<file path="config.mk">
export PLATFORM = sky130hd
export DESIGN_NAME = frame_sync
export DESIGN_NICKNAME = d
export VERILOG_FILES = /design/src/rtl/frame_sync.sv
export SDC_FILE = /design/constraint.sdc
export NUM_CORES = 1
export LEC_CHECK = 0
export CORE_MARGIN = 4
export CORE_UTILIZATION = 30
export CTS_CLUSTER_SIZE = 8
export DETAILED_ROUTE_END_ITERATION = 16
export SLEW_MARGIN = 20
export SYNTH_ARGS = -nofsm -noshare
export SYNTH_HDL_FRONTEND = slang
export SYNTH_SLANG_ARGS = --single-unit
</file>
<file path="constraint.sdc">
create_clock -name clk -period 13.27 [get_ports clk]
set_input_delay 1.327 -clock clk [delete_from_list [all_inputs] [get_ports clk]]
set_output_delay 1.327 -clock clk [all_outputs]
set_load 0.005 [all_outputs]
</file>
<file path="src/rtl/frame_sync.sv">
// frame_sync: hard-decision frame synchronizer that follows the bit synchronizer.
// It hunts for a 16-bit sync word in either polarity and confirms it over
// consecutive frames. Once locked it emits polarity-corrected payload bytes,
// with a flywheel that tolerates missed sync words.
module frame_sync #(
  parameter logic [15:0] SYNC_WORD     = 16'hEB90,
  parameter int          PAYLOAD_BYTES = 32,
  parameter int          ERR_TOL       = 1,
  parameter int          CONFIRM       = 2,
  parameter int          FLYWHEEL      = 3
) (
  input  logic       clk,
  input  logic       rst,
  input  logic [5:0] datain,
  input  logic       bit_sync,
  output logic [7:0] dout,
  output logic       dout_valid,
  output logic       sof,
  output logic       lock,
  output logic       inverted
);

  localparam int DATA_W     = 6;
  localparam int FRAME_BITS = 16 + 8 * PAYLOAD_BYTES;
  localparam int PAY_BITS   = 8 * PAYLOAD_BYTES;
  localparam int BC_W       = $clog2(FRAME_BITS);
  localparam int CNT_W      = 4;

  localparam logic [BC_W-1:0]  BC_LAST     = BC_W'(FRAME_BITS - 1);
  localparam logic [BC_W-1:0]  BC_PAY_LAST = BC_W'(PAY_BITS - 1);
  localparam logic [CNT_W-1:0] CONFIRM_C   = CNT_W'(CONFIRM);
  localparam logic [CNT_W-1:0] FLYWHEEL_C  = CNT_W'(FLYWHEEL);
  localparam logic [4:0]       ERR_TOL_C   = 5'(ERR_TOL);

  typedef enum logic [1:0] {HUNT, CHECK, LOCK, FLY} state_t;

  // Number of set bits in a 16-bit word (Hamming weight).
  function automatic logic [4:0] popcount16(input logic [15:0] v);
    logic [4:0] n;
    n = '0;
    for (int i = 0; i < 16; i++) n = n + 5'(v[i]);
    return n;
  endfunction

  logic signed [DATA_W-1:0] sample_s;
  logic                     bs_q;
  logic                     edge_d, edge_q;
  logic                     bit_d;
  logic [15:0]              sr_q;

  state_t                   state_q;
  logic [BC_W-1:0]          bc_q, bc_d;
  logic [CNT_W-1:0]         confirm_q, miss_q;
  logic [6:0]               byte_q;
  logic [7:0]               dout_q;
  logic                     dout_valid_q, sof_q, lock_q, inverted_q;

  logic [4:0]               dist_p, dist_n;
  logic                     sync_hit, at_check, in_pay, pbit;

  // Stage 0: bit-edge detection and hard decision (non-negative sample means 1).
  assign sample_s = datain;
  assign edge_d   = bit_sync & ~bs_q;
  assign bit_d    = (sample_s >= 6'sd0);

  // Shift decided bits into the sync search register on each bit edge.
  always_ff @(posedge clk or negedge rst) begin
    if (!rst) begin
      bs_q   <= 1'b0;
      edge_q <= 1'b0;
      sr_q   <= '0;
    end else begin
      bs_q   <= bit_sync;
      edge_q <= edge_d;
      if (edge_d) sr_q <= {sr_q[14:0], bit_d};
    end
  end

  // Stage 1: sync compare and frame bookkeeping, evaluated the cycle after an edge.
  assign dist_p   = popcount16(sr_q ^ SYNC_WORD);
  assign dist_n   = popcount16(sr_q ^ ~SYNC_WORD);
  assign sync_hit = inverted_q ? (dist_n <= ERR_TOL_C) : (dist_p <= ERR_TOL_C);
  assign at_check = (bc_q == BC_LAST);
  assign in_pay   = (bc_q <= BC_PAY_LAST);
  assign bc_d     = at_check ? '0 : bc_q + 1'b1;
  assign pbit     = sr_q[0] ^ inverted_q;

  // Frame state machine with registered byte, strobe and status outputs.
  always_ff @(posedge clk or negedge rst) begin
    if (!rst) begin
      state_q      <= HUNT;
      bc_q         <= '0;
      confirm_q    <= '0;
      miss_q       <= '0;
      byte_q       <= '0;
      dout_q       <= '0;
      dout_valid_q <= 1'b0;
      sof_q        <= 1'b0;
      lock_q       <= 1'b0;
      inverted_q   <= 1'b0;
    end else begin
      dout_valid_q <= 1'b0;
      sof_q        <= 1'b0;
      if (edge_q) begin
        case (state_q)
          HUNT: begin
            // Exact match only; the true polarity wins if both could match.
            if (dist_p == 5'd0) begin
              state_q    <= CHECK;
              inverted_q <= 1'b0;
              bc_q       <= '0;
              confirm_q  <= CNT_W'(1);
            end else if (dist_n == 5'd0) begin
              state_q    <= CHECK;
              inverted_q <= 1'b1;
              bc_q       <= '0;
              confirm_q  <= CNT_W'(1);
            end
          end
          CHECK: begin
            bc_q <= bc_d;
            if (at_check) begin
              if (sync_hit) begin
                confirm_q <= confirm_q + 1'b1;
                if (confirm_q + 1'b1 >= CONFIRM_C) begin
                  state_q <= LOCK;
                  lock_q  <= 1'b1;
                  miss_q  <= '0;
                end
              end else begin
                state_q    <= HUNT;
                inverted_q <= 1'b0;
                confirm_q  <= '0;
                bc_q       <= '0;
              end
            end
          end
          LOCK, FLY: begin
            bc_q <= bc_d;
            // Payload assembly; a byte completes on every 8th payload bit.
            if (in_pay) begin
              byte_q <= {byte_q[5:0], pbit};
              if (bc_q[2:0] == 3'd7) begin
                dout_q       <= {byte_q, pbit};
                dout_valid_q <= 1'b1;
                sof_q        <= (bc_q == BC_W'(7));
              end
            end
            // Flywheel: tolerate isolated sync misses before giving up lock.
            if (at_check) begin
              if (sync_hit) begin
                state_q <= LOCK;
                miss_q  <= '0;
              end else if (miss_q + 1'b1 >= FLYWHEEL_C) begin
                state_q    <= HUNT;
                lock_q     <= 1'b0;
                inverted_q <= 1'b0;
                miss_q     <= '0;
                confirm_q  <= '0;
                bc_q       <= '0;
              end else begin
                state_q <= FLY;
                miss_q  <= miss_q + 1'b1;
              end
            end
          end
          default: state_q <= HUNT;
        endcase
      end
    end
  end

  // Stage 2: registered outputs.
  assign dout       = dout_q;
  assign dout_valid = dout_valid_q;
  assign sof        = sof_q;
  assign lock       = lock_q;
  assign inverted   = inverted_q;

endmodule

</file>
# Word level (Yosys, flattened, before mapping)
# Cells that the tools add are included.
dict set report word_totals {
  regBits 56
  input_bits 9
  wordCells 139
}
dict set report classes {
  n_addsub 33
  n_lt_le_gt_ge 6
  n_eq_ne 15
  n_mux 54
  n_bitwise 5
  reduce_logical 13
}
# operator n
set op_table {}
lappend op_table {{adder 5 x 1 -> 5 bit} 22}
lappend op_table {{two-way mux 9 bit} 8}
lappend op_table {{two-way mux 4 bit} 13}
lappend op_table {{case mux 9 bit (3 select lines)} 1}
lappend op_table {{two-way mux 1 bit} 19}
lappend op_table {{two-way mux 2 bit} 8}
lappend op_table {{inverter 8 bit} 2}
lappend op_table {{inequality test 2 bit (second input constant)} 7}
lappend op_table {{case mux 4 bit (3 select lines)} 1}
lappend op_table {{AND reduction 6 bit} 2}
lappend op_table {{adder 4 x 1 -> 5 bit} 2}
lappend op_table {{less-or-equal comparator 5 x 1 -> 1 bit (second input constant)} 2}
lappend op_table {{logical NOT 5 bit} 2}
lappend op_table {{adder 9 x 1 -> 9 bit (second input constant)} 1}
lappend op_table {{== test 9 x 3 -> 1 bit (second input constant)} 1}
lappend op_table {{== test 9 bit (second input constant)} 1}
lappend op_table {{less-or-equal comparator 9 x 8 -> 1 bit (second input constant)} 1}
lappend op_table {{adder 3 x 1 -> 4 bit} 2}
lappend op_table {{adder 4 x 1 -> 4 bit (second input constant)} 2}
lappend op_table {{greater-or-equal comparator 4 x 2 -> 1 bit (second input constant)} 2}
lappend op_table {{case mux 4 bit (2 select lines)} 1}
lappend op_table {{AND reduction 8 bit} 1}
lappend op_table {{AND reduction 7 bit} 1}
lappend op_table {{adder 2 x 1 -> 3 bit} 2}
lappend op_table {{19 further kinds} 22}

# Longest topological paths before layout
dict set report depth {
  word_depth 21
  depth_mapped 17
  mapped_depth_nobuf 16
}

# Worst setup path before layout
# No wires, ideal clock.
dict set report synth_path {
  path_kind {register to register}
  from {reg sr_q[1]}
  to {reg miss_q[0]}
  setup_time_ps 79
  t_arrival_ps 4537
  required_time_ps 13191
  setup_slack_ps 8653
  stages_incl_launch_ff 16
  path_cell_list {dfrtp_1 -> fa_1 -> inv_1 -> fa_1 -> fa_1 -> inv_1 -> fa_1 -> inv_1 -> ha_1 -> fa_1 -> or3_4 -> or3_4 -> o22ai_2 -> a31oi_2 -> nor2_4 -> mux2i_1}
}
dict set report synth_via {
  elab_chain_cells 21
  word_cells_on_any_way 39
  cone_classes {add/sub (30); order compare (2); eq/ne (1); mux (4); bitwise (1); reduce/logical (1)}
}
# item line
set synth_rtl {}
lappend synth_rtl {{from (decl)} 49} ;# logic [15:0] sr_q;
lappend synth_rtl {{from (signal assigned)} 75} ;# if (edge_d) sr_q <= {sr_q[14:0], bit_d};
lappend synth_rtl {{inverter 8 bit (no source line)} --}
lappend synth_rtl {{adder 1 x 1 -> 2 bit} 41} ;# for (int i = 0; i < 16; i++) n = n + 5'(v[i]);
lappend synth_rtl {{adder 2 x 1 -> 3 bit} 41}
lappend synth_rtl {{adder 3 x 1 -> 4 bit} 41}
lappend synth_rtl {{adder 4 x 1 -> 5 bit} 41}
lappend synth_rtl {{adder 5 x 1 -> 5 bit (11 in series)} 41}
lappend synth_rtl {{less-or-equal comparator 5 x 1 -> 1 bit} 82} ;# assign sync_hit = inverted_q ? (dist_n <= ERR_TOL_C) : (dist_p <= ERR_TOL_C);
lappend synth_rtl {{two-way mux 1 bit (*)} 82}
lappend synth_rtl {{two-way mux 4 bit} 151} ;# if (sync_hit) begin
lappend synth_rtl {{two-way mux 4 bit} 150} ;# if (at_check) begin
lappend synth_rtl {{case mux 4 bit (2 select lines)} 105} ;# case (state_q)
lappend synth_rtl {{to (signal assigned)} 163} ;# miss_q <= miss_q + 1'b1;
lappend synth_rtl {{to (decl)} 53} ;# logic [CNT_W-1:0] confirm_q, miss_q;
# Mark *: on every way between the ends. The rest lies on a longest branch, timed or not. The select of a mux whose other input is x is not followed.
# A chain may end at the register's enable or synchronous reset.

# Final worst setup path
# Same ends and word-level chain as after synthesis.

==> results.yml <==
critical_path:
  slowest_delay_ns: 0.55
  critical_path_required_ns: 13.48
  crit_top_cell: "fa_1"
  cp-end-kind: "register"
  regToRegSetupSlack_ns: 8.41
  worstPathCellList: "fa_1 -> inv_1 -> fa_1 -> fa_1 -> inv_1 -> fa_1 -> inv_1 -> ha_1 -> fa_1 -> or3_4 -> or3_4 -> o22ai_2 -> a31oi_2 -> nor2_4 -> mux2i_1"
  worstPathMaxFanout: 4
  crit_path_start_kind: "register"
  crit_slowest_cell: "fa_1"
  arrival_ns: 5.07
  criticalPathCategory: "register to register"
synth:
  ys_seq_area_share_pct: 41.6
  yosysMostFrequentCell: "dfrtp_1"
  ys_seq_elements: 56
  synth.distinct_cells: 53
  synth_common_cells: "dfrtp_1, inv_1, nand2_1"
  ys_warn_count: 0
  syn_inst: 319
  netlist_area_um2: 3370
  synth_edf_count: 0
  synth_area_leaders: "dfrtp_1, fa_1, ha_1"
  synthFlopType: "dfrtp_1"
  syn-num-nets: 365
  async_flop_share_pct: 100
  synth_top_area_share_pct: 41.6
  yosysTopAreaCell: "dfrtp_1"
  syn_avg_cell_area_um2: 10.6
global_route:
  grt_pass1_vias: 2363
  grtUsageTotal_pct: 10.2
  grt_overflow: 0
  antenna_found_initial: 0
  grt_max_degree: 57
  grt_pass1_wl_mm: 11.0
drt:
  drt_iter0_markers: 172
  finalWirelength_mm: 6.17
  vias: 2290
  viasPerCell: 4.79
  drt-met1-wl_mm: 2.91
  wl_met2_mm: 3.05
  postRouteAntennaNets: 0
  drt_drc_violations_left: 0
  wl_per_cell_um: 12.9
  met3RoutedLength_um: 177
  drt-pass1-iter-count: 4
  dr.max_layer_used: "met4"
pwr:
  intPower_w: 0.000540
  ir_drop_uv: 105
  switching_share_pct: 45.8
  p_leak_nw: 1.76
  p_per_area_nw_per_um2: 260
  switching_power_w: 0.000456
  seq_power_share_pct: 25.5
  clkPwrFrac_pct: 13.8
  pwr-share-comb_pct: 60.7
layout:
  nNetsFinal: 383
  final_layout_size_suffix_gt1_share_pct: 13.6
  fin_util_pct: 35.1
  fillers: 1093
  fin_cells: 478
  syn_to_final_growth_pct: 13.8
  antennaDiodeCount: 0
die:
  initial_core_util_pct: 30.8
  die_area_um2: 13000
  io_pins: 21
  die_w_um: 114
  rows: 38
  die_y_um: 114
  core_area_um2: 10900
clocking:
  post_cts_buffers: 0
  cts_buffer_depth: 2
  clock-sinks: 56
  cts-root-buf: "clkbuf_16"
  cts_buffers: 5
  cts_resized: 0
  clk_latency_ns: 0.29
  hold_buffers: 0
  cts_tree: "built"
  htreeDepth: 2
  clkTransAtPathRegs_ns: 0.08
sta:
  hold_viol: 0
  final.setup_skew_ns: 0.00953
  fin_tns_setup_ns: 0
  worst_slew_pin_slew_ns: 0.824
  finalCritPeriodShare_pct: 36.6
  max_slew_margin_pct: 44.7
  setup_ws_ns: 8.41
  setup-violations-final: 0
  period_minus_slack_ns: 4.86
  rsz0062_at_grt: "no"
  slew_violations: 0
  max_freq_ghz: 0.206
run_status:
  outcome: "completed"
placement:
  port_buffers: 15
  hpwl_mm: 4.64
  dp.cells: 470
  gp_congestion: 0.786
  pre_cts_ws_ns: 8.40
worst_hold_path:
  hold_path_class: "register to register"
run:
  drv_cap: 0
area by class of cell:
cell class | instances | area (µm²) | share of cell area [%]
clock buffers | 5 | 125 | 3.26
clock inverters | 3 | 27.5 | 0.718
inverters | 51 | 191 | 4.99
multi-input cells | 206 | 1750 | 45.7
flip-flops and latches | 56 | 1400 | 36.6
well taps | 140 | 175 | 4.57
repair buffers | 17 | 160 | 4.18
through the flow:
step	hold slack [ns]	power [W]	area (µm²)
after CTS	0.491	0.00101	3830
final	0.485	0.000996	3830
after global routing	0.494	0.00112	3830
after floorplan	0.450	0.000736	3370
after detailed placement	0.473	0.000871	3680
after global placement	0.464	0.000853	3680
final timing paths:
path	start	end	depth (start not counted)
worst max register to register	sr_q[1]	miss_q[0]	15
worst min register to register	sr_q[13]	sr_q[13]	2
worst max-delay path	sr_q[1]	miss_q[0]	15
min in group asynchronous	rst	dout[5]	2
worst min-delay path	sr_q[13]	sr_q[13]	2
max in group asynchronous	rst	state_q[0]	2
kinds of logic after synthesis:
logic type | share of synthesized area (%)
AND/OR/NAND/NOR | 12.0
AO/OA/AOI/OAI | 14.9
buffers and inverters | 6.39
flip-flops | 41.6
adder cells (fa/ha/maj) | 18.2
multiplexers | 6.61
XOR/XNOR | 0.260
power groups by stage:
stage / clock network, W / logic [W] / registers [W]
after floorplan: 0 / 0.000493 / 0.000243
after global placement: 0 / 0.000596 / 0.000256
after detailed placement: 0 / 0.000613 / 0.000258
after CTS: 0.000142 / 0.000616 / 0.000255
after global routing: 0.000150 / 0.000713 / 0.000262
final: 0.000137 / 0.000605 / 0.000254
worst max-delay path, delay by kind of cell (launching register included):
kind                       cells  cell delay (ns)
buffers and inverters          3             0.14
muxes                          1             0.20
and+or+nand+nor                3             0.94
DFF                            1             0.46
adders and majority gates      6             2.61
AOI/OAI and AO/OA              2             0.41
routing by layer:
layer  GRT usage [%]  vias to the layer above
li1                -                     1118
met1            13.4                     1145
met2            17.3                       25
met3            2.39                        2
met4            2.22                        0
met5               0                        -
cell usage in the layout (no fill, tap or decap), types with 2 or more instances in the layout:
master and instances:
a21boi_0 2, ha_1 17, buf_4 2, o21ai_0 18, clkdlybuf4s50_1 14, nor2_1 10, nand3_1 5, mux2_1 2
mux2i_1 2, clkbuf_16 5, dfrtp_1 56, nand2_1 35, a41oi_2 2, o21ai_1 11, a21o_1 2, inv_1 51
a31oi_1 5, o31ai_1 2, fa_1 20, nand2b_1 4, or3_4 2, a31o_2 2, a21oi_1 7, nor2b_1 5
nor4_1 2, and3_1 3, mux2_2 16, nor3_1 6
state kept, by name, indices dropped and copies added, names as in the netlist:
register	count
byte_q	7
inverted	1
sr_q	16
bs_q	1
dout	8
sof	1
state_q	2
bc_q	9
dout_valid	1
miss_q	4
confirm_q	4
lock	1
edge_q	1
Power figures use the tool's default switching activity.
